`src/rtl/rbz_spi_cmd_master_if.sv`:
```
// rtl/rbz_spi_cmd_master_if.sv - command offer handshake bundle for rbz_spi_cmd_master
// Signal names keep the DUT-relative i_/o_ direction prefixes.
interface rbz_spi_cmd_master_if;
  logic        i_valid;
  logic        o_ready;
  logic [3:0]  i_cmd;
  logic [23:0] i_data;
  logic [4:0]  i_nbits;

  modport master (output i_valid, i_cmd, i_data, i_nbits, input o_ready);
  modport slave  (input i_valid, i_cmd, i_data, i_nbits, output o_ready);
endinterface

```
`src/rtl/rbz_spi_cmd_master.sv`:
```
// rtl/rbz_spi_cmd_master.sv - SPI mode-0 command master for raybox-zero reg/vec slaves
// One-entry holding register feeds a 4-bit opcode plus up to 24 payload bits, MSB first.
module rbz_spi_cmd_master #(
  parameter int CLK_DIV = 2
) (
  input  logic                       i_clk,
  input  logic                       i_reset_n,
  rbz_spi_cmd_master_if.slave        cmd_if,
  output logic                       o_csb,
  output logic                       o_sclk,
  output logic                       o_mosi,
  output logic                       o_busy,
  output logic                       o_done
);

  typedef enum logic [2:0] {IDLE, SETUP, SHIFT_HI, SHIFT_LO, GAP} state_t;

  localparam logic [7:0] C_RELOAD = 8'(CLK_DIV - 1);

  state_t      r_state;
  logic [7:0]  r_cnt;
  logic [26:0] r_sr;
  logic [4:0]  r_bits;
  logic        r_hold_vld;
  logic [3:0]  r_hold_cmd;
  logic [23:0] r_hold_data;
  logic [4:0]  r_hold_nbits;
  logic        r_csb;
  logic        r_sclk;
  logic        r_mosi;
  logic        r_done;

  logic        w_accept;
  logic        w_cnt_zero;
  logic [4:0]  w_nbits_clamped;

  assign w_accept        = cmd_if.i_valid && !r_hold_vld;
  assign w_cnt_zero      = (r_cnt == 8'd0);
  assign w_nbits_clamped = (cmd_if.i_nbits > 5'd24) ? 5'd24 : cmd_if.i_nbits;

  assign cmd_if.o_ready = !r_hold_vld;
  assign o_csb          = r_csb;
  assign o_sclk         = r_sclk;
  assign o_mosi         = r_mosi;
  assign o_done         = r_done;
  assign o_busy         = (r_state != IDLE);

  // r_mosi holds the bit on the wire; r_sr holds the bits still to follow it.
  always_ff @(posedge i_clk or negedge i_reset_n) begin
    if (!i_reset_n) begin
      r_state      <= IDLE;
      r_cnt        <= 8'd0;
      r_sr         <= 27'd0;
      r_bits       <= 5'd0;
      r_hold_vld   <= 1'b0;
      r_hold_cmd   <= 4'd0;
      r_hold_data  <= 24'd0;
      r_hold_nbits <= 5'd0;
      r_csb        <= 1'b1;
      r_sclk       <= 1'b0;
      r_mosi       <= 1'b0;
      r_done       <= 1'b0;
    end else begin
      r_done <= 1'b0;

      if (w_accept) begin
        r_hold_vld   <= 1'b1;
        r_hold_cmd   <= cmd_if.i_cmd;
        r_hold_data  <= cmd_if.i_data;
        r_hold_nbits <= w_nbits_clamped;
      end

      case (r_state)
        IDLE: begin
          if (r_hold_vld) begin
            r_hold_vld <= 1'b0;
            r_sr       <= {r_hold_cmd[2:0], r_hold_data};
            r_bits     <= r_hold_nbits + 5'd4;
            r_csb      <= 1'b0;
            r_mosi     <= r_hold_cmd[3];
            r_sclk     <= 1'b0;
            r_cnt      <= C_RELOAD;
            r_state    <= SETUP;
          end
        end

        SETUP: begin
          if (w_cnt_zero) begin
            r_sclk  <= 1'b1;
            r_cnt   <= C_RELOAD;
            r_state <= SHIFT_HI;
          end else begin
            r_cnt <= r_cnt - 8'd1;
          end
        end

        SHIFT_HI: begin
          if (w_cnt_zero) begin
            r_sclk  <= 1'b0;
            r_bits  <= r_bits - 5'd1;
            r_cnt   <= C_RELOAD;
            r_state <= SHIFT_LO;
            if (r_bits > 5'd1) begin
              r_mosi <= r_sr[26];
              r_sr   <= {r_sr[25:0], 1'b0};
            end
          end else begin
            r_cnt <= r_cnt - 8'd1;
          end
        end

        SHIFT_LO: begin
          if (w_cnt_zero) begin
            r_cnt <= C_RELOAD;
            if (r_bits != 5'd0) begin
              r_sclk  <= 1'b1;
              r_state <= SHIFT_HI;
            end else begin
              r_csb   <= 1'b1;
              r_mosi  <= 1'b0;
              r_done  <= 1'b1;
              r_state <= GAP;
            end
          end else begin
            r_cnt <= r_cnt - 8'd1;
          end
        end

        GAP: begin
          if (w_cnt_zero) begin
            r_cnt   <= C_RELOAD;
            r_state <= IDLE;
          end else begin
            r_cnt <= r_cnt - 8'd1;
          end
        end

        default: r_state <= IDLE;
      endcase
    end
  end

endmodule

```
`src/flat_wrapper.sv`:
```
// flat-port wrapper written by rule: the top's interface ports become plain ports
module rbz_spi_cmd_master_flat 
#(
  parameter int CLK_DIV = 2
)
  (i_clk, i_reset_n, o_csb, o_sclk, o_mosi, o_busy, o_done, cmd_if_i_valid, cmd_if_i_cmd, cmd_if_i_data, cmd_if_i_nbits, cmd_if_o_ready);
  rbz_spi_cmd_master_if cmd_if_i ();
  input  logic i_clk;
  input  logic i_reset_n;
  output logic o_csb;
  output logic o_sclk;
  output logic o_mosi;
  output logic o_busy;
  output logic o_done;
  input wire logic [$bits(cmd_if_i.i_valid)-1:0] cmd_if_i_valid;
  input wire logic [$bits(cmd_if_i.i_cmd)-1:0] cmd_if_i_cmd;
  input wire logic [$bits(cmd_if_i.i_data)-1:0] cmd_if_i_data;
  input wire logic [$bits(cmd_if_i.i_nbits)-1:0] cmd_if_i_nbits;
  output wire logic [$bits(cmd_if_i.o_ready)-1:0] cmd_if_o_ready;
  assign cmd_if_i.i_valid = cmd_if_i_valid;
  assign cmd_if_i.i_cmd = cmd_if_i_cmd;
  assign cmd_if_i.i_data = cmd_if_i_data;
  assign cmd_if_i.i_nbits = cmd_if_i_nbits;
  assign cmd_if_o_ready = cmd_if_i.o_ready;
  rbz_spi_cmd_master #(.CLK_DIV(CLK_DIV)) u_core (.i_clk(i_clk), .i_reset_n(i_reset_n), .cmd_if(cmd_if_i), .o_csb(o_csb), .o_sclk(o_sclk), .o_mosi(o_mosi), .o_busy(o_busy), .o_done(o_done));
endmodule
```
`config.mk`:
```
export PLATFORM = sky130hd
export DESIGN_NAME = rbz_spi_cmd_master_flat
export DESIGN_NICKNAME = d
export VERILOG_FILES = /design/src/rtl/rbz_spi_cmd_master_if.sv /design/src/rtl/rbz_spi_cmd_master.sv /design/src/flat_wrapper.sv
export SDC_FILE = /design/constraint.sdc
export NUM_CORES = 1
export LEC_CHECK = 0
export CAP_MARGIN = 40
export CORE_MARGIN = 2
export CORE_UTILIZATION = 55
export CTS_CLUSTER_DIAMETER = 150
export DETAILED_ROUTE_END_ITERATION = 10
export MAX_ROUTING_LAYER = met4
export PLACE_DENSITY = 0.78
export SLEW_MARGIN = 20
export SYNTH_ARGS = -nofsm -noshare
export SYNTH_HDL_FRONTEND = slang
export SYNTH_SLANG_ARGS = --single-unit
export TNS_END_PERCENT = 100
```
`constraint.sdc`:
```
create_clock -name i_clk -period 6.2 [get_ports i_clk]
set_clock_uncertainty 0.15 [all_clocks]
set_input_delay 1.55 -clock i_clk [delete_from_list [all_inputs] [get_ports i_clk]]
set_output_delay 1.55 -clock i_clk [all_outputs]
set_load 0.05 [all_outputs]
```
**Yosys cells after proc, flatten, opt, wreduce, memory -nomap -nowiden**

Cells that the tools add are included.

- Word-level logic and storage cells: 87
- Output and inout bits: 6
- Register bits after elaboration: 81
- Input bits: 36

- Equal/unequal tests: 12
- Add/subtract/negate cells: 3
- Reduce and logical (&&, ||, !) cells: 19
- Multiplexer cells: 39
- Order comparisons: 2

Operators with widths:

| kind | count |
|---|---|
| $mux W27 | 3 |
| $pmux W27 S2 | 1 |
| $mux W1 | 18 |
| $mux W3 | 6 |
| $mux W8 | 2 |
| $pmux W8 S2 | 1 |
| $mux W5 | 3 |
| $pmux W3 S5 | 1 |
| $ne A2 B1 Y1 const B | 7 |
| $reduce_and A6 Y1 | 2 |
| $pmux W5 S2 | 1 |
| $logic_not A8 Y1 | 1 |
| $reduce_and A4 Y1 | 2 |
| $sub A8 B1 Y8 const B | 1 |
| $eq A3 B2 Y1 const B | 2 |
| $reduce_bool A2 Y1 | 3 |
| $reduce_bool A3 Y1 | 2 |
| $add A5 B3 Y5 const B | 1 |
| $gt A5 B1 Y1 const B | 1 |
| $gt A5 B5 Y1 const B | 1 |
| $reduce_and A5 Y1 | 1 |
| $reduce_bool A5 Y1 | 1 |
| $sub A5 B1 Y5 const B | 1 |
| $pmux W1 S4 | 1 |
| 12 further kinds | 12 |

**Logic depth before layout (Yosys ltp)**

- Depth after elaboration: 5
- Gate-level depth with buffers: 8
- Mapped depth without buffers: 6

**Worst setup path before layout**

OpenSTA, ideal clock, no wires.

- Path kind: register to output
- Start: register u_core.r_state[0]
- End: output port o_busy
- Cell stages (with the launch flop): 4
- Path slack: 3351 ps
- Path buffers: 1
- Arrival time: 1149 ps
- Required time: 4500 ps
- Cell sequence: dfrtp_1 -> buf_6 -> nor3_1 -> inv_1

- Word-level cells in the longest chain between the ends: 1

Ends and longest elaborated chain:

| element | line | RTL |
|---|---|---|
| from (decl) | rbz_spi_cmd_master.sv:20 | `state_t r_state;` |
| from (signal assigned) | rbz_spi_cmd_master.sv:51 | `r_state <= IDLE;` |
| from (signal assigned) | rbz_spi_cmd_master.sv:83 | `r_state <= SETUP;` |
| from (signal assigned) | rbz_spi_cmd_master.sv:91 | `r_state <= SHIFT_HI;` |
| $reduce_bool A3 Y1 | rbz_spi_cmd_master.sv:46 | `assign o_busy = (r_state != IDLE);` |
| to (decl) | flat_wrapper.sv:13 | `output logic o_busy;` |

Every way passes these cells.

**Final worst setup path**

- Start: register u_core.r_state[1]
- End: output port o_busy

The elaborated chain is that of the path after synthesis.

==> results_dict.tcl <==
set metrics [dict create \
    globalRouteOverflowTotal 0 \
    placementRows 31 \
    area.growth.synth_to_final_pct 15.82 \
    synthArstFlopShare_pct 100.0 \
    tns_ns 0 \
    synth_fa_ha_area_share_pct 1.815 \
    place_inst 503 \
    max_freq_mhz 248.6 \
    cts_root_buf "clkbuf_8" \
    wl_per_cell_um 15.20 \
    cts_tree "done" \
    dp_hpwl_um 5366 \
    die-width_um 90.71 \
    max_slew.worst_pin.slew_ns 0.7024 \
    switching_power_uw 928.2 \
    clockBufferDepth 2 \
    ys.warnings.count 0 \
    cp-start-kind "register" \
    rsz0062_at_grt "false" \
    layout.cells.non_filler 519 \
    routabilityCongestion 0.9030 \
    p_per_area_nw_per_um2 521.6 \
    setup_violations 0 \
    antenna_found_initial 0 \
    dieArea_um2 8228 \
    synth-edff-count 0 \
    combPwrFrac_pct 44.9 \
    slew_violations 0 \
    hp-class "reg2reg" \
    ys_ff_latch 81 \
    start_util_pct 57.01 \
    swShare_pct 37.16 \
    p_leak_uw 0.002338 \
    path_max_fanout 19 \
    drt_first_pass_iters 5 \
    grt_pass1_wl_um 13540 \
    pre_cts_ws_ns 2.612 \
    synth.area.top_cells "dfrtp_1, mux2_4, nand2_1, mux2_2, ha_1" \
    yosysUniqueCellTypes 50 \
    min_period_ns 4.023 \
    clkLatencyLatePin_ns 0.35 \
    vias 2851 \
    crit_type "reg2out" \
    htreeDepth 3 \
    holdWs_ns 0.3290 \
    p_clk_share_pct 15.8 \
    syn_area_per_cell_um2 10.91 \
    synth_top_family_by_area "multiplexers" \
    drcViolationCount 0 \
    pin_count 42 \
    holdBufCountCts 0 \
    synthXorXnorAreaFrac_pct 1.059 \
    synth.most_common_cell "nand2_1" \
    maxCapViolations 0 \
    worst_slack_ns 2.177 \
    routed_via_density 5.493 \
    synth.area.mux_share_pct 19.03 \
    status "complete, no violations" \
    post_cts_resized 0 \
    antenna_left 0 \
    netlist_instances 379 \
    nets 457 \
    cts-buffers-inserted 9 \
    path_clk_slew_ns 0.09 \
    numClockSinks 81 \
    worstPathRequired_ns 4.50 \
    grt_pass1_vias 2800 \
    cts_setup_buffers 0 \
    ir_drop_mv 0.2003 \
    initialDrtViolationCount 174 \
    grt_usage_pct 21.37 \
    die_h_um 90.71 \
    fin_crit_sh_pct 64.89 \
    ys_top_cells_by_count "nand2_1, dfrtp_1, mux2_4" \
    fillers 583 \
    synth-seq-area-share_pct 49.05 \
    syn_area_um2 4135 \
    drive_above_1_share_pct 20.00 \
    synth_area_leader_cell "dfrtp_1" \
    synth_ff_type "dfrtp_1" \
    critPathArrivalTime_ns 2.32 \
    internal-power_uw 1570 \
    port_buffers 41 \
    relSlewSlack_pct 53.17 \
    cp-end-kind "output port" \
    syn_nets 421 \
    hold_viol 0 \
    grt_max_degree 53 \
    coreArea_um2 7253 \
    synth-compound-area-share_pct 7.474 \
    seqPwrFrac_pct 39.3 \
    yosys.area.top_type_share_pct 48.41 \
    final_util_pct 66.03 \
    synth-simple-area-share_pct 16.64 \
    diodes 0 \
    wirelength_um 7889 \
]
-- layer usage --
layer | global-route usage [%] | up-vias | share of wire [%]
met3 | 4.758 | 19 | 5.1
met1 | 26.98 | 1377 | 44
met4 | 8.846 | 0 | 2.4
met2 | 33.52 | 89 | 49
li1 | - | 1366 | -
met5 | - | - | 0
-- cell families (layout without fill, tap and decap cells) --
| logic type | Yosys count | after routing |
|---|---|---|
| flops | 81 | 81 |
| compound gates | 48 | 48 |
| buf+inv | 32 | 73 |
| xor+xnor | 5 | 5 |
| fa+ha+maj | 6 | 6 |
| mux | 56 | 56 |
| simple gates | 151 | 151 |
-- state kept, by name, indices dropped and copies added (netlist names) --
signal               flops
u_core.o_done            1
u_core.o_csb             1
u_core.r_hold_vld        1
u_core.r_state           3
u_core.r_bits            5
u_core.r_hold_nbits      5
u_core.r_hold_data      24
u_core.r_hold_cmd        4
u_core.r_cnt             8
u_core.o_sclk            1
u_core.r_sr             27
u_core.o_mosi            1
-- power groups by stage --
stage          Clock [uW]  Sequential, uW  Combinational (uW)
2_1_floorplan           0             919                 964
3_3_place_gp            0             971                1070
3_5_place_dp            0             985                1130
4_1_cts               404             979                1130
5_1_grt               429            1020                1230
6_report              394             982                1120
-- final cells by class --
cell class / instances / area (um2) / share of cell area, %
timing repair buffer: 47 / 493.0 / 10.29
multi-input combinational: 266 / 1906 / 39.79
inverter: 10 / 37.54 / 0.7837
clock buffer: 9 / 123.9 / 2.586
tap: 99 / 123.9 / 2.586
sequential: 81 / 2028 / 42.35
clock inverter: 7 / 77.57 / 1.620
-- final timing paths --
kind / from / to / slack [ns] / depth (start not counted)
worst max-delay path: u_core.r_state[1] / o_busy / 2.18 / 3
worst min-delay path: u_core.r_hold_data[21] / u_core.r_hold_data[21] / 0.33 / 2
worst max register to register: u_core.r_state[1] / u_core.r_bits[1] / 3.56 / 3
worst min register to register: u_core.r_hold_data[21] / u_core.r_hold_data[21] / 0.33 / 2
max in group asynchronous: i_reset_n / u_core.r_sr[5] / 4.35 / 2
min in group asynchronous: i_reset_n / u_core.r_cnt[7] / 0.97 / 1
-- stage by stage --
| step | power (uW) | area (um2) |
|---|---|---|
| finish | 2498 | 4790 |
| global route | 2676 | 4790 |
| CTS | 2509 | 4790 |
| detailed placement | 2112 | 4588 |
| global placement | 2040 | 4533 |
| floorplan | 1883 | 4135 |
-- critical path: stages (launching register included) --
cell and delay (ns):
dfrtp_1 0.58, nor3_1 0.54, inv_1 0.12, clkdlybuf4s50_1 0.72
-- layout by cell type (no fill, tap or decap), types with 3 or more instances in the layout --
master,netlist,final
a22o_1,3,3
nand2_1,102,102
nor2_1,10,10
nor3b_1,3,3
inv_1,10,10
a21oi_1,11,11
inv_6,0,3
clkbuf_8,0,9
clkdlybuf4s50_1,0,40
buf_4,1,5
nor3_1,8,8
dfrtp_1,80,80
mux2_4,43,43
mux2i_1,4,4
nand3_1,9,9
mux2_2,9,9
o22ai_1,4,4
o21ai_0,12,12
xor2_1,5,5
nand4_1,5,5
ha_1,6,6
Power figures use the tool's default switching activity.
